==> src/rtl/debounce_scheduler.sv <==
// Front-panel button debouncer: one shared prescaler scans NUM_BTN synchronized buttons
// round-robin and queues debounced presses as events over a valid/ready handshake.
module debounce_scheduler #(
    parameter int NUM_BTN    = 4,
    parameter int TICK_DIV   = 250000,
    parameter int STABLE_CNT = 4,
    localparam int IW = $clog2(NUM_BTN),
    localparam int PW = $clog2(TICK_DIV),
    localparam int CW = $clog2(STABLE_CNT + 1)
) (
    input  logic               i_clk,
    input  logic               i_reset,
    input  logic               i_enable,
    input  logic [NUM_BTN-1:0] i_btn_raw,
    output logic [NUM_BTN-1:0] o_btn_level,
    output logic [NUM_BTN-1:0] o_btn_press,
    output logic               o_scan_tick,
    output logic [IW-1:0]      o_scan_idx,
    output logic               o_evt_valid,
    output logic [IW-1:0]      o_evt_id,
    input  logic               i_evt_ready,
    output logic               o_evt_overflow
);

    logic [NUM_BTN-1:0] r_sync1, r_sync2, r_level, r_press, r_pending;
    logic [PW-1:0]      r_presc;
    logic [IW-1:0]      r_scan_idx, r_ptr;
    logic [CW-1:0]      r_cnt [NUM_BTN];
    logic               r_ovf;

    logic               w_tick, w_sync_c, w_lvl_c, w_found, w_hit, w_valid, w_xfer, w_ovf_evt;
    logic [NUM_BTN-1:0] w_level_nxt, w_set, w_clr, w_pend_nxt;
    logic [CW-1:0]      w_cnt_nxt [NUM_BTN];
    logic [CW-1:0]      w_cnt_c;
    logic [IW-1:0]      w_evt_id, w_cand, w_ptr_nxt, w_idx_nxt;

    assign w_tick    = i_enable & (r_presc == PW'(TICK_DIV - 1));
    assign w_idx_nxt = (r_scan_idx == IW'(NUM_BTN - 1)) ? {IW{1'b0}} : r_scan_idx + IW'(1);

    // Two-flop synchronizer, runs regardless of enable
    always_ff @(posedge i_clk or negedge i_reset) begin
        if (!i_reset) begin
            r_sync1 <= {NUM_BTN{1'b0}};
            r_sync2 <= {NUM_BTN{1'b0}};
        end else begin
            r_sync1 <= i_btn_raw;
            r_sync2 <= r_sync1;
        end
    end

    // Prescaler and scan pointer; both freeze while enable is low
    always_ff @(posedge i_clk or negedge i_reset) begin
        if (!i_reset) begin
            r_presc    <= {PW{1'b0}};
            r_scan_idx <= {IW{1'b0}};
        end else if (i_enable) begin
            r_presc    <= w_tick ? {PW{1'b0}} : r_presc + PW'(1);
            r_scan_idx <= w_tick ? w_idx_nxt : r_scan_idx;
        end else begin
            r_presc    <= r_presc;
            r_scan_idx <= r_scan_idx;
        end
    end

    // Stability counter of the scanned channel; a level flip to 1 raises a press
    always_comb begin
        w_level_nxt = r_level;
        w_cnt_nxt   = r_cnt;
        w_set       = {NUM_BTN{1'b0}};
        w_sync_c    = r_sync2[r_scan_idx];
        w_lvl_c     = r_level[r_scan_idx];
        w_cnt_c     = r_cnt[r_scan_idx];
        if (w_tick) begin
            if (w_sync_c == w_lvl_c) begin
                w_cnt_nxt[r_scan_idx] = {CW{1'b0}};
            end else if (w_cnt_c == CW'(STABLE_CNT - 1)) begin
                w_level_nxt[r_scan_idx] = w_sync_c;
                w_cnt_nxt[r_scan_idx]   = {CW{1'b0}};
                w_set[r_scan_idx]       = w_sync_c;
            end else begin
                w_cnt_nxt[r_scan_idx] = w_cnt_c + CW'(1);
            end
        end else begin
            w_set = {NUM_BTN{1'b0}};
        end
    end

    // Round-robin pick: first pending channel at or after the pointer
    always_comb begin
        w_evt_id = {IW{1'b0}};
        w_found  = 1'b0;
        w_hit    = 1'b0;
        w_cand   = {IW{1'b0}};
        for (int k = 0; k < NUM_BTN; k++) begin
            w_cand   = IW'((32'(r_ptr) + 32'(k)) % 32'(NUM_BTN));
            w_hit    = ~w_found & r_pending[w_cand];
            w_evt_id = w_hit ? w_cand : w_evt_id;
            w_found  = w_found | w_hit;
        end
    end

    // A press landing on the channel being transferred wins and is not an overflow
    assign w_valid    = |r_pending;
    assign w_xfer     = w_valid & i_evt_ready;
    assign w_clr      = w_xfer ? ({{(NUM_BTN-1){1'b0}}, 1'b1} << w_evt_id) : {NUM_BTN{1'b0}};
    assign w_pend_nxt = (r_pending & ~w_clr) | w_set;
    assign w_ovf_evt  = |(w_set & r_pending & ~w_clr);
    assign w_ptr_nxt  = (w_evt_id == IW'(NUM_BTN - 1)) ? {IW{1'b0}} : w_evt_id + IW'(1);

    // Debounce state, press pulses, pending events and fairness pointer
    always_ff @(posedge i_clk or negedge i_reset) begin
        if (!i_reset) begin
            r_level   <= {NUM_BTN{1'b0}};
            r_press   <= {NUM_BTN{1'b0}};
            r_pending <= {NUM_BTN{1'b0}};
            r_ptr     <= {IW{1'b0}};
            r_ovf     <= 1'b0;
            for (int k = 0; k < NUM_BTN; k++) begin
                r_cnt[k] <= {CW{1'b0}};
            end
        end else begin
            r_level   <= w_level_nxt;
            r_press   <= w_set;
            r_pending <= w_pend_nxt;
            r_ptr     <= w_xfer ? w_ptr_nxt : r_ptr;
            r_ovf     <= r_ovf | w_ovf_evt;
            for (int k = 0; k < NUM_BTN; k++) begin
                r_cnt[k] <= w_cnt_nxt[k];
            end
        end
    end

    assign o_btn_level    = r_level;
    assign o_btn_press    = r_press;
    assign o_scan_tick    = w_tick;
    assign o_scan_idx     = r_scan_idx;
    assign o_evt_valid    = w_valid;
    assign o_evt_id       = w_evt_id;
    assign o_evt_overflow = r_ovf;

endmodule

==> config.mk <==
export PLATFORM = sky130hd
export DESIGN_NAME = debounce_scheduler
export DESIGN_NICKNAME = d
export VERILOG_FILES = /design/src/rtl/debounce_scheduler.sv
export SDC_FILE = /design/constraint.sdc
export NUM_CORES = 1
export LEC_CHECK = 0
export BUFFER_PORTS_ARGS = -buffer_cell sky130_fd_sc_hd__buf_2
export CAP_MARGIN = 20
export CORE_MARGIN = 5
export CORE_UTILIZATION = 53
export CTS_CLUSTER_SIZE = 30
export DETAILED_ROUTE_END_ITERATION = 8
export GPL_ROUTABILITY_DRIVEN = 0
export PLACE_DENSITY = 0.75
export SETUP_SLACK_MARGIN = 0.3
export SLEW_MARGIN = 20
export SYNTH_ARGS = -nofsm -noshare
export SYNTH_HDL_FRONTEND = slang
export SYNTH_SLANG_ARGS = --single-unit
==> constraint.sdc <==
create_clock -name i_clk -period 2.2 [get_ports i_clk]
set_input_delay 0 -clock i_clk [delete_from_list [all_inputs] [get_ports i_clk]]
set_output_delay 0 -clock i_clk [all_outputs]
set_load 0.02 [all_outputs]
==> results of run 1 <==
[how the worst max path moves through the flow]
| stage | end | slack, ns | start | cells after the start |
|---|---|---|---|---|
| floorplan | r_cnt[10]$_DFFE_PN0P_ | 0.16 | o_scan_idx[0]$_DFFE_PN0P_ | 7 |
| global placement | o_btn_level[2]$_DFFE_PN0P_ | 0.19 | o_scan_idx[0]$_DFFE_PN0P_ | 6 |
| detailed placement | r_cnt[4]$_DFFE_PN0P_ | 0.14 | o_scan_idx[0]$_DFFE_PN0P_ | 4 |
| CTS | o_btn_level[3]$_DFFE_PN0P_ | 0.19 | o_scan_idx[0]$_DFFE_PN0P_ | 6 |
| global route | r_pending[0]$_DFF_PN0_ | 0.09 | o_scan_idx[0]$_DFFE_PN0P_ | 6 |
| finish | o_btn_level[0]$_DFFE_PN0P_ | 0.18 | o_scan_idx[0]$_DFFE_PN0P_ | 6 |
[power groups by stage]
stage               Clock, mW  Combinational (mW)  Sequential, mW
finish                  0.663               0.273            1.16
detailed placement          0               0.198            1.18
CTS                     0.676               0.238            1.16
global route            0.732               0.312            1.17
floorplan                   0               0.143            1.16
global placement            0               0.191            1.18
[Yosys cell counts (2+ instances only)]
cell / n
a21oi_1: 5
and3_1: 5
buf_2: 2
clkbuf_1: 2
dfrtp_1: 55
ha_1: 11
inv_1: 11
mux2_2: 13
mux2i_1: 2
mux4_1: 3
mux4_2: 2
nand2_1: 31
nand3_1: 13
nand4_1: 6
nor2_1: 11
nor3_1: 6
nor4_1: 3
o21ai_0: 5
o41ai_1: 4
or4_1: 3
or4_4: 4
xnor2_1: 8
xor2_1: 6
[cells by family (layout without fill, tap and decap cells)]
| group | after synthesis | count (layout) | share of synthesized area, % |
|---|---|---|---|
| DFF | 55 | 55 | 52.3 |
| adders and majority gates | 11 | 11 | 5.23 |
| muxes | 20 | 20 | 11.0 |
| xor gates and xnor gates | 15 | 15 | 5.27 |
| and+or+nand+nor | 90 | 90 | 18.1 |
| AOI/OAI and AO/OA | 21 | 21 | 5.37 |
| buffers and inverters | 17 | 67 | 2.80 |
[area by class of cell]
type	instances	share of cell area, %
tap	67	2.46
multi-input combinational	157	42.8
timing repair buffer	48	9.66
inverter	11	1.21
clock inverter	3	1.29
clock buffer	5	2.02
sequential	55	40.6
[tightest hold or removal path, delay by kind of cell]
kind	cells	cell delay (ns)
buffers and inverters	1	0.14
and+or+nand+nor	1	0.09
xor gates and xnor gates	1	0.06
[what timing repair did]
action,4_1_cts,5_1_grt
buffers inserted,5,13
pin swaps,5,11
hold endpoints to repair,42,0
gates resized for setup,9,49
hold buffers,5,0
endpoints found under the setup margin,35,28
[sequential cells by signal, indices dropped and copies added, names as in the netlist]
signal          count
o_btn_level         4
o_btn_press         4
o_evt_overflow      1
o_scan_idx          2
r_cnt              12
r_pending           4
r_presc            18
r_ptr               2
r_sync1             4
r_sync2             4
[routing by layer]
metal  vias up  share of wire (%)
met5         -                  0
met4         0                1.2
met3         6                4.8
met2        56                 50
met1       953                 44
li1        914                  -
[stage by stage]
| stage | instance area, um2 | power (mW) | util [%] | setup WS, ns |
|---|---|---|---|---|
| after floorplan | 2730 | 1.31 | - | 0.161 |
| after global placement | 2910 | 1.37 | 60.8 | 0.186 |
| after detailed placement | 2910 | 1.38 | 60.8 | 0.143 |
| after CTS | 3150 | 2.07 | 65.8 | 0.194 |
| after global routing | 3410 | 2.22 | 71.2 | 0.0872 |
| final | 3410 | 2.10 | 71.2 | 0.176 |
==> results by group, run 1 <==
Floorplan
  – # IOs: 23
  – Die Height: 80.5 um
  – CORE AREA: approximately 0.0048 mm2
  – Initial core utilization: 55.0%
  – Die Width: between 80 and 90 um
  – Die footprint: roughly 0.0065 mm2
  – Site Rows: 25

Synth
  – Post-synthesis sequential area ratio: between 50% and 60%
  – Post-synthesis area per instance: between 10 and 15 um2
  – Async SR Flop Fraction: between 90% and 100%
  – Gate Count Post-Synth: around 230
  – Mapped Area: between 0.002 and 0.003 mm2
  – Synth top area share: between 50% and 60%
  – Synth Flop Type: dfrtp_1
  – Syn. warnings: 0
  – Dominant cell type by area after synthesis: dfrtp_1
  – Post-synthesis register bit count: 55
  – Number of enable flip-flop cells after synthesis: 0
  – Synth cell types: a little over 40
  – Syn nets: 248
  – Synth top area cells: dfrtp_1, mux2_2, ha_1

Finish
  – Nets: 297
  – Area Growth Syn to Fin: 29.4%
  – ANT cells: 0
  – Commonest non-fill, non-tap cells in the layout: dfrtp_1, buf_2, nand2_1, buf_4, mux2_4
  – Layout cells sized above 1: roughly 45%
  – Multi-input gate area: roughly 0.0015 mm2
  – Commonest non-fill, non-tap cell in the layout: dfrtp_1
  – Register area: about 0.0014 mm2
  – Filler instances: ~330
  – Layout Cells excl Fill: 346

Power and ir drop
  – Power Dens Cells: 615 mW/mm2
  – Cell internal pwr: 1.55 mW
  – Logic gate share of total power: roughly an eighth
  – Seq pwr share: between 50% and 60%
  – Sw Pwr: about 550 uW
  – Switching part of the total: roughly a quarter
  – Clock power share: a little under a third
  – Leak: ~1.6 nW
  – Peak supply drop: 0.547 mV

Min path
  – HP Class: in2reg
  – Hold path depth: 3
  – WHS Endpoint: r_presc[2]$_DFFE_PN0P_
  – Hold Path Origin: i_enable

CTS
  – CTS tree: built
  – Worst skew pair latency: about 0.30 ns
  – H-Tree Depth: 2
  – CTS max path bufs: 2
  – CTS Root Cell: clkbuf_8
  – CTS Buf Count: 5
  – CTS sink cnt: 55
  – Reg clk slew, reported paths: ~0.10 ns

Worst setup path
  – Critical-path cell list: mux4_2 -> inv_2 -> ha_4 -> nand2_2 -> or4_4 -> nand2_1
  – CP top delay family: simple AND/OR/NAND/NOR gates
  – Setup crit start kind: flip-flop
  – Crit-path max cell delay: around 0.54 ns
  – Critical path peak fanout: 8
  – Crit-path slowest cell: mux4_2
  – Req. time, crit path: approximately 2.5 ns
  – CP Capture Type: flip-flop
  – Cell count of the worst reg-to-reg path: 6
  – Worst setup path category: reg2reg
  – R2R Path End: o_btn_level[0]$_DFFE_PN0P_
  – FF-to-FF setup slack: between 0.15 and 0.2 ns
  – Crit path buffers/inverters: 1
  – Arrival time worst endpoint: roughly 2.3 ns
  – RR Startpoint: o_scan_idx[0]$_DFFE_PN0P_

Placed design
  – Port Buf Inserts: 22
  – Hpwl dp: about 3600 um
  – Cells after DPL: approximately 320

Timing
  – Worst Tran Pin Value: 0.849 ns
  – Hold WS: slightly below 0.03 ns
  – Fmax achieved: 0.494 GHz
  – Final Hold Viols: 0
  – Fin crit share: 92.0%
  – Setup Viol. Count Final: 0
  – Clock skew: around 0.0092 ns
  – Slew Limit Headroom: 43.4%
  – Unrepaired setup endpoints after global routing: true
  – Fin crit period: slightly above 2 ns
  – Final setup TNS: 0 ns
  – Max Slew Vio Count: 0

Global routing
  – First-pass GRT wire length: 9140 um
  – Vias in the first global route: around 2,000
  – Met3 Track Usage GR: under 10%
  – Most used routing layer: met2
  – GR Layer Usage met1: between 20 and 25%
  – Initial antenna violation count: 0
  – Met2 usage: just under 30%
  – GRT overflow: 0
  – Total GRT Usage: ~18%
  – Largest net degree at the start of global routing: 41

Routing
  – Remaining DRCs: 0
  – Via density: 5.58
  – Final wirelength: around 5700 um
  – DRT antenna net count: 0
  – DR WL/cell: about 16 um
  – Vias: 1,929
  – Drt first pass iters: 4
  – Drt initial violations: 64

Run status
  – Status: completed

Job
  – Max cap viols: 0
Power figures use the tool's default switching activity.
==> inputs of run 2 (changes only) <==
SETUP_SLACK_MARGIN = 0.02   (was 0.3)
==> results by group, run 2 (same netlist as run 1, synthesis figures left out) <==
Finish
  – Layout Utilization: 64.5%
  – Max FFs per register: 18
  – Area Growth Syn to Fin: 17.1%
  – ANT cells: 0
  – Commonest non-fill, non-tap cell in the layout: dfrtp_1
  – Commonest non-fill, non-tap cells in the layout: dfrtp_1, nand2_1, buf_2, nand3_1, mux2_2
  – Layout cells sized above 1: about a quarter
  – Biggest regs: r_presc: 18 flops, r_cnt: 12 flops
  – Nets: ~280
  – Most flop-heavy register: r_presc

Timing
  – Fmax achieved: ~0.48 GHz
  – Final setup TNS: 0 ns
  – Worst Tran Pin Value: about 0.68 ns
  – Unrepaired setup endpoints after global routing: false
  – Max Slew Vio Count: 0
  – Setup Viol. Count Final: 0
  – Final Hold Viols: 0
  – Hold WS: 0.0332 ns
  – Slew Limit Headroom: 54.6%
  – Fin crit period: between 2 and 2.5 ns
  – Clock skew: 0.00437 ns
  – Fin crit share: 95.1%

Floorplan
  – CORE AREA: around 0.0048 mm2
  – Die Height: 80.5 um
  – Die Width: about 80 um
  – Initial core utilization: 55.0%
  – Die footprint: approximately 0.0065 mm2
  – Site Rows: 25
  – # IOs: 23

Worst setup path
  – Worst setup path category: reg2reg
  – CP top delay family: multiplexers
  – Crit-path slowest cell: mux4_1
  – R2R Path End: r_cnt[3]$_DFFE_PN0P_
  – Req. time, crit path: approximately 2.4 ns
  – CP Capture Type: flip-flop
  – Crit path buffers/inverters: 0
  – FF-to-FF setup slack: around 0.11 ns
  – Critical path peak fanout: 8
  – Critical path depth: 5
  – Cell count of the worst reg-to-reg path: 5
  – Critical-path cell list: mux4_1 -> ha_1 -> ha_4 -> nor3_4 -> mux2_2
  – Setup crit start kind: flip-flop
  – Arrival time worst endpoint: between 2 and 2.5 ns
  – RR Startpoint: o_scan_idx[0]$_DFFE_PN0P_
  – Crit-path max cell delay: between 0.6 and 0.7 ns

Min path
  – WHS Endpoint: r_presc[2]$_DFFE_PN0P_
  – Hold Path Origin: i_enable
  – Hold path depth: 3
  – HP Class: in2reg

CTS
  – CTS max path bufs: 2
  – H-Tree Depth: 2
  – CTS Buf Count: 5
  – Worst skew pair latency: around 0.3 ns
  – CTS sink cnt: 55
  – CTS tree: built
  – Post-CTS Setup Bufs: 0
  – CTS Root Cell: clkbuf_8
  – Reg clk slew, reported paths: 0.09 ns

Global routing
  – First-pass GRT wire length: 8640 um
  – Largest net degree at the start of global routing: 56
  – Initial antenna violation count: 0
  – Vias in the first global route: between 1,500 and 2,000
  – GRT overflow: 0
  – Total GRT Usage: roughly 17%

Routing
  – Via density: ~5.4
  – Remaining DRCs: 0
  – Vias: roughly 1,800
  – DRT antenna net count: 0
  – DR WL/cell: roughly 15 um
  – Drt initial violations: ~110
  – Drt first pass iters: 4
  – Final wirelength: about 4900 um

Run status
  – Status: completed

Placed design
  – Port Buf Inserts: 22
  – Hpwl dp: 3590 um

Power and ir drop
  – Power Dens Cells: 663 mW/mm2
  – Peak supply drop: around 0.7 mV
  – Leak: between 1.5 and 2 nW

Job
  – Max cap viols: 0
[run 2: cell types whose count changed in the layout (fill, tap and decap cells not counted), sizes merged]
cell / change
buf: -14
clkinv: -1
clkbuf: +1
[run 2: where the power goes]
part           total, mW  switching, mW  internal, mW  leakage, nW
Combinational      0.205          0.111        0.0948        0.751
Sequential          1.17         0.0880          1.08        0.722
Clock              0.672          0.304         0.368       0.0612
[run 2: layer usage]
| metal | share of wire [%] | global-route usage [%] |
|---|---|---|
| met2 | 48 | 27.6 |
| met5 | 0 | 0 |
| met4 | 0.79 | 4.39 |
| met3 | 3.2 | 4.04 |
| met1 | 48 | 23.0 |
[run 2: how the worst max path moves through the flow]
stage / to / start
after detailed placement: r_cnt[5]$_DFFE_PN0P_ / o_scan_idx[0]$_DFFE_PN0P_
after floorplan: r_cnt[0]$_DFFE_PN0P_ / o_scan_idx[0]$_DFFE_PN0P_
after global placement: r_cnt[11]$_DFFE_PN0P_ / o_scan_idx[0]$_DFFE_PN0P_
final: r_cnt[3]$_DFFE_PN0P_ / o_scan_idx[0]$_DFFE_PN0P_
after global routing: o_evt_overflow$_DFF_PN0_ / r_ptr[1]$_DFFE_PN0N_
after CTS: r_cnt[8]$_DFFE_PN0P_ / o_scan_idx[0]$_DFFE_PN0P_
[run 2: layout make-up]
class                           count  area, um2
Multi-Input combinational cell    157       1250
Sequential cell                    55       1380
Inverter                           11       41.3
Clock buffer                        6       82.6
Tap cell                           67       83.8
Fill cell                         379       1700
Timing Repair Buffer               34        213
Clock inverter                      2       35.0
[run 2: worst reg2reg max path, cell delays in order (launching register included)]
cell     delay [ns]
dfrtp_2        0.45
mux4_1         0.64
ha_1           0.27
ha_4           0.22
nor3_4         0.25
mux2_2         0.19
[run 2: timing repair]
action / CTS / global route
resized for setup: 2 / 5
hold endpoints to repair: 59 / 0
hold buffers: 5 / 0
pin swaps: 0 / 1
setup endpoints to repair: 8 / 15
[run 2: metrics by stage]
step	area, um2	instances	power, mW	setup slack [ns]
floorplan	2660	229	1.30	0.0275
global placement	2870	319	1.37	0.0772
detailed placement	2870	319	1.38	0.0162
CTS	3050	332	2.07	0.0397
global route	3090	332	2.16	0.0204
finish	3090	332	2.05	0.109
